### config.mk
export PLATFORM = sky130hd
export DESIGN_NAME = pe_window_sequencer
export DESIGN_NICKNAME = d
export VERILOG_FILES = /design/src/rtl/conv5x5_pkg.sv /design/src/rtl/pe_window_sequencer_tap_counter.sv /design/src/rtl/pe_window_sequencer.sv
export SDC_FILE = /design/constraint.sdc
export NUM_CORES = 1
export LEC_CHECK = 0
export BUFFER_PORTS_ARGS = -buffer_cell sky130_fd_sc_hd__buf_4
export CORE_ASPECT_RATIO = 1.25
export CORE_MARGIN = 2
export CORE_UTILIZATION = 40
export CTS_CLUSTER_SIZE = 16
export DETAILED_ROUTE_END_ITERATION = 6
export PLACE_DENSITY = 0.7
export SLEW_MARGIN = 30
export SYNTH_ARGS = -nofsm -noshare
export SYNTH_HDL_FRONTEND = slang
export SYNTH_SLANG_ARGS = --single-unit
export TNS_END_PERCENT = 10
### constraint.sdc
create_clock -name i_clk -period 3.3 [get_ports i_clk]
set_input_delay 0.495 -clock i_clk [delete_from_list [all_inputs] [get_ports i_clk]]
set_output_delay 0.495 -clock i_clk [all_outputs]
set_load 0.05 [all_outputs]
### src/rtl/conv5x5_pkg.sv
// Shared constants for the 5x5 convolution window datapath: kernel geometry,
// sequencer state encoding and the RAM-to-operand delay.
package conv5x5_pkg;

  localparam int K           = 5;
  localparam int TAPS        = K * K;
  localparam int CNT_W       = $clog2(K);
  // Synchronous RAMs return data one cycle after the strobe.
  localparam int OPERAND_DLY = 1;

  localparam logic [1:0] ST_IDLE  = 2'd0;
  localparam logic [1:0] ST_ISSUE = 2'd1;
  localparam logic [1:0] ST_DRAIN = 2'd2;
  localparam logic [1:0] ST_DONE  = 2'd3;

  function automatic int unsigned tap_index(input logic [CNT_W-1:0] row,
                                            input logic [CNT_W-1:0] col);
    return row * K + col;
  endfunction

endpackage

### src/rtl/pe_window_sequencer_tap_counter.sv
// Row-major row/col scan over the KxK window; wraps to (0,0) after the last tap.
module tap_counter
  import conv5x5_pkg::*;
(
  input  logic             i_clk,
  input  logic             i_rst,
  input  logic             i_clear,
  input  logic             i_en,
  output logic [CNT_W-1:0] o_row,
  output logic [CNT_W-1:0] o_col,
  output logic             o_last_tap
);

  logic [CNT_W-1:0] row_reg;
  logic [CNT_W-1:0] col_reg;
  logic             col_last;
  logic             row_last;

  assign col_last = (col_reg == CNT_W'(K - 1));
  assign row_last = (row_reg == CNT_W'(K - 1));

  always_ff @(posedge i_clk) begin
    if (i_rst || i_clear) begin
      row_reg <= '0;
      col_reg <= '0;
    end else if (i_en) begin
      if (col_last) begin
        col_reg <= '0;
        row_reg <= row_last ? '0 : row_reg + 1'b1;
      end else begin
        col_reg <= col_reg + 1'b1;
      end
    end
  end

  assign o_row      = row_reg;
  assign o_col      = col_reg;
  assign o_last_tap = (tap_index(row_reg, col_reg) == TAPS - 1);

endmodule

### src/rtl/pe_window_sequencer.sv
// Walks one PE through a KxK window: issues RAM reads, steers operands and the
// fed-back psum into the PE, and captures the final window sum.
module pe_window_sequencer
  import conv5x5_pkg::*;
#(
  parameter int I_X    = 8,
  parameter int I_W    = 8,
  parameter int O_PSUM = 16,
  parameter int IMG_W  = 32,
  parameter int FM_AW  = 10,
  parameter int W_AW   = 5
) (
  input  logic              i_clk,
  input  logic              i_rst,
  input  logic              i_start,
  input  logic [FM_AW-1:0]  i_base_addr,
  input  logic [O_PSUM-1:0] i_bias,
  output logic              o_busy,
  output logic              o_done,
  output logic [O_PSUM-1:0] o_result,
  output logic              o_fm_rd_en,
  output logic [FM_AW-1:0]  o_fm_addr,
  input  logic [I_X-1:0]    i_fm_rdata,
  output logic              o_w_rd_en,
  output logic [W_AW-1:0]   o_w_addr,
  input  logic [I_W-1:0]    i_w_rdata,
  output logic [I_X-1:0]    o_pe_x,
  output logic [I_W-1:0]    o_pe_w,
  output logic [O_PSUM-1:0] o_pe_psum,
  input  logic [O_PSUM-1:0] i_pe_psum
);

  logic [1:0]             state_reg, state_next;
  logic                   drain_cnt_reg;
  logic [FM_AW-1:0]       base_reg;
  logic [O_PSUM-1:0]      bias_reg;
  logic [O_PSUM-1:0]      result_reg;
  logic [OPERAND_DLY-1:0] valid_sr_reg;
  logic [OPERAND_DLY-1:0] first_sr_reg;

  logic             start_ok;
  logic             rd_en;
  logic             first_tap;
  logic             op_valid;
  logic             op_first;
  logic [CNT_W-1:0] row;
  logic [CNT_W-1:0] col;
  logic             last_tap;

  // A new window may start from IDLE or directly out of DONE.
  assign start_ok  = i_start && ((state_reg == ST_IDLE) || (state_reg == ST_DONE));
  assign rd_en     = (state_reg == ST_ISSUE);
  assign first_tap = rd_en && (row == '0) && (col == '0);
  assign op_valid  = valid_sr_reg[OPERAND_DLY-1];
  assign op_first  = first_sr_reg[OPERAND_DLY-1];

  tap_counter u_tap_counter (
    .i_clk      (i_clk),
    .i_rst      (i_rst),
    .i_clear    (start_ok),
    .i_en       (rd_en),
    .o_row      (row),
    .o_col      (col),
    .o_last_tap (last_tap)
  );

  always_comb begin
    state_next = state_reg;
    case (state_reg)
      ST_IDLE:  if (start_ok) state_next = ST_ISSUE;
      ST_ISSUE: if (last_tap) state_next = ST_DRAIN;
      ST_DRAIN: if (drain_cnt_reg) state_next = ST_DONE;
      ST_DONE:  state_next = start_ok ? ST_ISSUE : ST_IDLE;
      default:  state_next = ST_IDLE;
    endcase
  end

  always_ff @(posedge i_clk) begin
    if (i_rst) begin
      state_reg     <= ST_IDLE;
      drain_cnt_reg <= 1'b0;
      base_reg      <= '0;
      bias_reg      <= '0;
      result_reg    <= '0;
      valid_sr_reg  <= '0;
      first_sr_reg  <= '0;
    end else begin
      state_reg     <= state_next;
      drain_cnt_reg <= (state_reg == ST_DRAIN) ? ~drain_cnt_reg : 1'b0;
      valid_sr_reg  <= OPERAND_DLY'({valid_sr_reg, rd_en});
      first_sr_reg  <= OPERAND_DLY'({first_sr_reg, first_tap});
      if (start_ok) begin
        base_reg <= i_base_addr;
        bias_reg <= i_bias;
      end
      // Second DRAIN cycle: the PE is presenting the sum of the last tap.
      if ((state_reg == ST_DRAIN) && drain_cnt_reg)
        result_reg <= i_pe_psum;
    end
  end

  assign o_busy     = (state_reg == ST_ISSUE) || (state_reg == ST_DRAIN);
  assign o_done     = (state_reg == ST_DONE);
  assign o_result   = result_reg;
  assign o_fm_rd_en = rd_en;
  assign o_w_rd_en  = rd_en;
  assign o_fm_addr  = rd_en ? (base_reg + FM_AW'(row) * FM_AW'(IMG_W) + FM_AW'(col)) : '0;
  assign o_w_addr   = rd_en ? W_AW'(tap_index(row, col)) : '0;
  assign o_pe_x     = op_valid ? i_fm_rdata : '0;
  assign o_pe_w     = op_valid ? i_w_rdata : '0;
  assign o_pe_psum  = !op_valid ? '0 : (op_first ? bias_reg : i_pe_psum);

endmodule

Yosys cells after proc, flatten, opt, wreduce, memory -nomap -nowiden
Cells that the tools add are included.

Register bits: 53. Input port bits: 61. Output and inout bits: 67. Logic and storage cells: 52.

Add/sub/neg operators: 5. Multiply operators: 1. Equality and inequality tests: 9. Muxes and demuxes: 13. Bitwise gates (word level): 2. Reduce and logical (&&, ||, !) cells: 13.

Operators with widths (count): $mux W16 (2); $mux W8 (2); $add A10 B3 Y10 (1); $add A10 B8 Y10 (1); $mux W10 (1); $pmux W2 S4 (1); $add A6 B3 Y7 (1); $eq A7 B5 Y1 const B (1); $add A3 B1 Y3 const B (2); $eq A3 B3 Y1 const B (2); $logic_not A3 Y1 (2); $mul A3 B3 Y6 const B (1); $mux W2 (3); $mux W3 (2); $mux W5 (1); $eq A2 B2 Y1 const B (2); $logic_and A1 B1 Y1 (4); $ne A2 B2 Y1 const B (2); $logic_or A1 B1 Y1 (3); $reduce_and A3 Y1 (1); $eq A2 B1 Y1 const B (1); $logic_not A2 Y1 (1); $ne A2 B1 Y1 const B (1); $not A1 Y1 (2); other kinds (3) (3).

Depth between registers and ports, before layout
Depth in word-level cells: 5. Depth in mapped cells: 8. Gate-level depth less buffers: 8.

By module
A second synthesis with hierarchy kept.

Cell total of the unflattened synthesis: 393. Area total of the unflattened synthesis: 3123.0 um^2.

Modules (own cells, without submodules): pe_window_sequencer (times used 1, cells an instance 336, area an instance 2611.3 um^2, sequential area each 940.9 um^2); tap_counter (times used 1, cells an instance 57, area an instance 511.7 um^2, sequential area each 120.1 um^2).

Worst setup path before layout
No wires, ideal clock.

Path type: reg2out. Start: reg state_reg[1]. End: out o_fm_addr[2]. Data arrival time: 2.475 ns. Required time: 2.805 ns. Slack: 0.330 ns. Cell stages (with the launch flop): 5. Path buffers: 1. Path through: dfxtp_1 > inv_1 > ha_1 > clkbuf_1 > nor3b_1.

Word-level cells in the longest chain between the ends: 2.

Ends and longest elaborated chain: start, declared (RTL line pe_window_sequencer.sv:33) `logic [1:0] state_reg, state_next;`; start signal, assigned (RTL line pe_window_sequencer.sv:88) `state_reg <= state_next;`; $eq A2 B1 Y1 (RTL line pe_window_sequencer.sv:52) `assign rd_en = (state_reg == ST_ISSUE);`; named net o_fm_rd_en (RTL line pe_window_sequencer.sv:21) `output logic o_fm_rd_en,`; $mux W10 (RTL line pe_window_sequencer.sv:107) `assign o_fm_addr = rd_en ? (base_reg + FM_AW'(row) * FM_AW'(IMG_W) + FM_AW'(col)) : '0;`; end, declared (RTL line pe_window_sequencer.sv:22) `output logic [FM_AW-1:0] o_fm_addr,`.

The timed path passes the listed nets, and every way through them passes these cells.

Worst setup path in the final report
Start: reg u_tap_counter.row_reg[0], in the netlist u_tap_counter.o_row[0]. End: out o_w_addr[4].

Word-level cells in the longest chain between the ends: 3.

Ends and longest elaborated chain: start, declared (RTL line pe_window_sequencer_tap_counter.sv:14) `logic [CNT_W-1:0] row_reg;`; start signal, assigned (RTL line pe_window_sequencer_tap_counter.sv:29) `row_reg <= row_last ? '0 : row_reg + 1'b1;`; $mul A3 B3 Y6; $add A6 B3 Y7 (RTL line conv5x5_pkg.sv:18) `return row * K + col;`; $mux W5 (RTL line pe_window_sequencer.sv:108) `assign o_w_addr = rd_en ? W_AW'(tap_index(row, col)) : '0;`; end, declared (RTL line pe_window_sequencer.sv:25) `output logic [W_AW-1:0] o_w_addr,`.

Every way passes these cells.

==> results.sh <==
export IMPL_syn_area_per_cell_um2=7.97
export IMPL_ys_warn_count=0
export IMPL_syn_area_um2=3040
export IMPL_num_antenna_cells=0
export IMPL_crit_path_max_fanout=6
export IMPL_cts_buffers_inserted=5
export IMPL_gp_congestion=0.856
export IMPL_syn_inst=382
export IMPL_synthToLayoutAreaGrowth_pct=35.8
export IMPL_setup_slack_ns=0.422
export IMPL_path_cells="ha_1 -> ha_1 -> ha_1 -> a211oi_2 -> o21ba_2 -> nor2_1 -> buf_4"
export IMPL_pwr_share_seq_pct=35.2
export IMPL_final_hold_viol_count=0
export IMPL_dp_slack_ns=0.650
export IMPL_totalWireLength_um=8150
export IMPL_synth_edf_count=0
export IMPL_fmaxAchievable_mhz=347
export IMPL_cellPowerDensity_nw_per_um2=585
export IMPL_utilization_pct=56.2
export IMPL_cpMaxStageDelayCell="dfxtp_1"
export IMPL_antenna_found_initial=0
export IMPL_worstMarginPinSlew_ns=0.904
export IMPL_cts_tree="done"
export IMPL_p_leak_nw=1.84
export IMPL_synth_cell_type_count=38
export IMPL_start_kind="register"
export IMPL_core_area_um2=7360
export IMPL_postCtsResizedCells=0
export IMPL_vias_per_cell=4.94
export IMPL_drtPass1Iterations=4
export IMPL_reg2reg_slack_ns=0.66
export IMPL_worstPathRequired_ns=2.80
export IMPL_cts_buffer_depth=2
export IMPL_grt_overflow_total=0
export IMPL_cts_root_buf="clkbuf_8"
export IMPL_crit_path_frequent_cell="ha_1"
export IMPL_path_buf_inv=1
export IMPL_path_class="reg -> out"
export IMPL_io_pins=128
export IMPL_p_int_mw=1.33
export IMPL_critPathMaxStageDelay_ns=0.47
export IMPL_combPwrFrac_pct=49.0
export IMPL_die_w_um=82.0
export IMPL_synth_async_reset_ratio_pct=0
export IMPL_nNetsFinal=583
export IMPL_remaining_drc_errors=0
export IMPL_start_util_pct=41.4
export IMPL_dpl_hpwl_um=6020
export IMPL_setup_viol=0
export IMPL_final_common_cell="buf_4"
export IMPL_post_drt_wl_per_cell_um=13.8
export IMPL_drv_slew=0
export IMPL_maxCapViolCount=0
export IMPL_clkPwrFrac_pct=15.8
export IMPL_path_delay_family="adder cells"
export IMPL_drive_above_1_share_pct=29.8
export IMPL_vdd_ir_drop_worst_mv=0.270
export IMPL_cts_sinks=53
export IMPL_io_buffers=127
export IMPL_core_rowCount=35
export IMPL_fillers=731
export IMPL_hp_class="in -> reg"
export IMPL_switchingPower_mw=1.08
export IMPL_dieArea_um2=8330
export IMPL_end_kind="output pin"
export IMPL_die_y_um=102
export IMPL_arrival_ns=2.38
export IMPL_dr_first_iter_drc_count=83
export IMPL_multi_input_area_um2=1850
export IMPL_seqCellArea_um2=1060
export IMPL_rsz0062_at_grt="no"
export IMPL_synth_seq_cells=53
export IMPL_grt_pass1_wl_um=13000
export IMPL_final_cell_mix="buf_4 (130), nand2_1 (91), a21oi_1 (53)"
export IMPL_grt_usage_pct=19.9
export IMPL_ys_flop_type="dfxtp_1"
export IMPL_sw_frac_of_total_pct=44.8
export IMPL_fin_skew_ns=0.00691
export IMPL_slew_headroom_pct=39.7
export IMPL_grt_pass1_vias=2819
export IMPL_final_min_clock_period_ns=2.88
export IMPL_grt_max_degree=48
export IMPL_fin_tns_setup_ns=0
export IMPL_cts_reportedPaths_clkPinSlew_ns=0.09
export IMPL_hold_buffers=0
export IMPL_h_tree_depth=2
export IMPL_antenna_left=0
export IMPL_post_cts_buffers=0
export IMPL_min_period_over_period_pct=87.2
export IMPL_via_count=2911
export IMPL_clk_latency_ns=0.30
export IMPL_syn_nets=469
export IMPL_status="completed"
export IMPL_synth_seq_area_share_pct=34.9
==> cell usage after synthesis (2+ instances only) <==
library cell | n | area share (%)
and3_1 | 2 | 0.41
buf_2 | 8 | 1.3
o21ai_1 | 3 | 0.49
fa_1 | 2 | 1.3
ha_1 | 24 | 9.9
a41oi_2 | 2 | 1.1
a21oi_1 | 53 | 8.7
o21ai_0 | 7 | 1.2
o21a_1 | 3 | 0.74
inv_1 | 9 | 1.1
and2_1 | 28 | 5.8
nand2_1 | 91 | 11
xor2_1 | 2 | 0.58
nand2b_1 | 4 | 0.82
clkbuf_1 | 11 | 1.4
nand3_1 | 5 | 0.82
buf_1 | 3 | 0.37
nor3_1 | 2 | 0.33
nor2_1 | 9 | 1.1
mux2i_1 | 16 | 5.3
xnor2_1 | 6 | 1.7
nor2b_1 | 24 | 4.9
dfxtp_1 | 53 | 35
==> power groups by stage <==
stage          registers, mW  clock network, mW  logic (mW)
6_report               0.852              0.383        1.18
5_1_grt                0.869              0.421        1.28
4_1_cts                0.852              0.399        1.20
3_5_place_dp           0.865                  0        1.20
3_3_place_gp           0.862                  0        1.18
2_1_floorplan          0.804                  0       0.909
==> kinds of logic after synthesis <==
| logic type | count (synthesis) | share of synthesized area [%] |
|---|---|---|
| AOI/OAI and AO/OA | 74 | 14.0 |
| xor gates and xnor gates | 8 | 2.30 |
| adders and majority gates | 26 | 11.2 |
| buffers and inverters | 32 | 4.40 |
| DFF | 53 | 34.9 |
| muxes | 16 | 5.26 |
| and+or+nand+nor | 173 | 28.0 |
==> cell type report <==
| class | count | area share [%] |
|---|---|---|
| sequential | 53 | 25.7 |
| tap | 92 | 2.78 |
| clock inverter | 2 | 0.333 |
| inverter | 9 | 0.817 |
| multi-input combinational | 297 | 44.8 |
| timing repair buffer | 130 | 23.6 |
| clock buffer | 6 | 2.00 |
==> tightest hold or removal path, cell delays in order <==
cell and delay, ns:
buf_4 0.11, nand2_1 0.04, a21oi_1 0.05
==> per-stage QoR <==
| step | cell area, um^2 | hold WS [ns] | power [mW] | cells |
|---|---|---|---|---|
| 2_1_floorplan | 3040 | 0.436 | 1.71 | 382 |
| 3_3_place_gp | 4040 | 0.442 | 2.04 | 581 |
| 3_5_place_dp | 4040 | 0.448 | 2.06 | 581 |
| 4_1_cts | 4130 | 0.419 | 2.45 | 589 |
| 5_1_grt | 4140 | 0.421 | 2.57 | 589 |
| 6_report | 4140 | 0.431 | 2.42 | 589 |
==> path summary, 6_finish.rpt <==
kind	startpoint	end	depth (start not counted)
worst min-delay path	i_bias[1]	bias_reg[1]	3
worst min register to register	bias_reg[2]	bias_reg[2]	2
worst max-delay path	u_tap_counter.o_row[0]	o_w_addr[4]	7
worst max register to register	u_tap_counter.o_row[0]	state_reg[0]	8
==> routing by layer <==
layer	global-route usage (%)	wire, um	vias up
li1	-	-	1485
met1	22.5	3280	1337
met2	37.4	4320	85
met3	4.72	502	4
met4	3.72	42	0
met5	0	0	-
No activity file was read; power rests on OpenSTA's default activity.
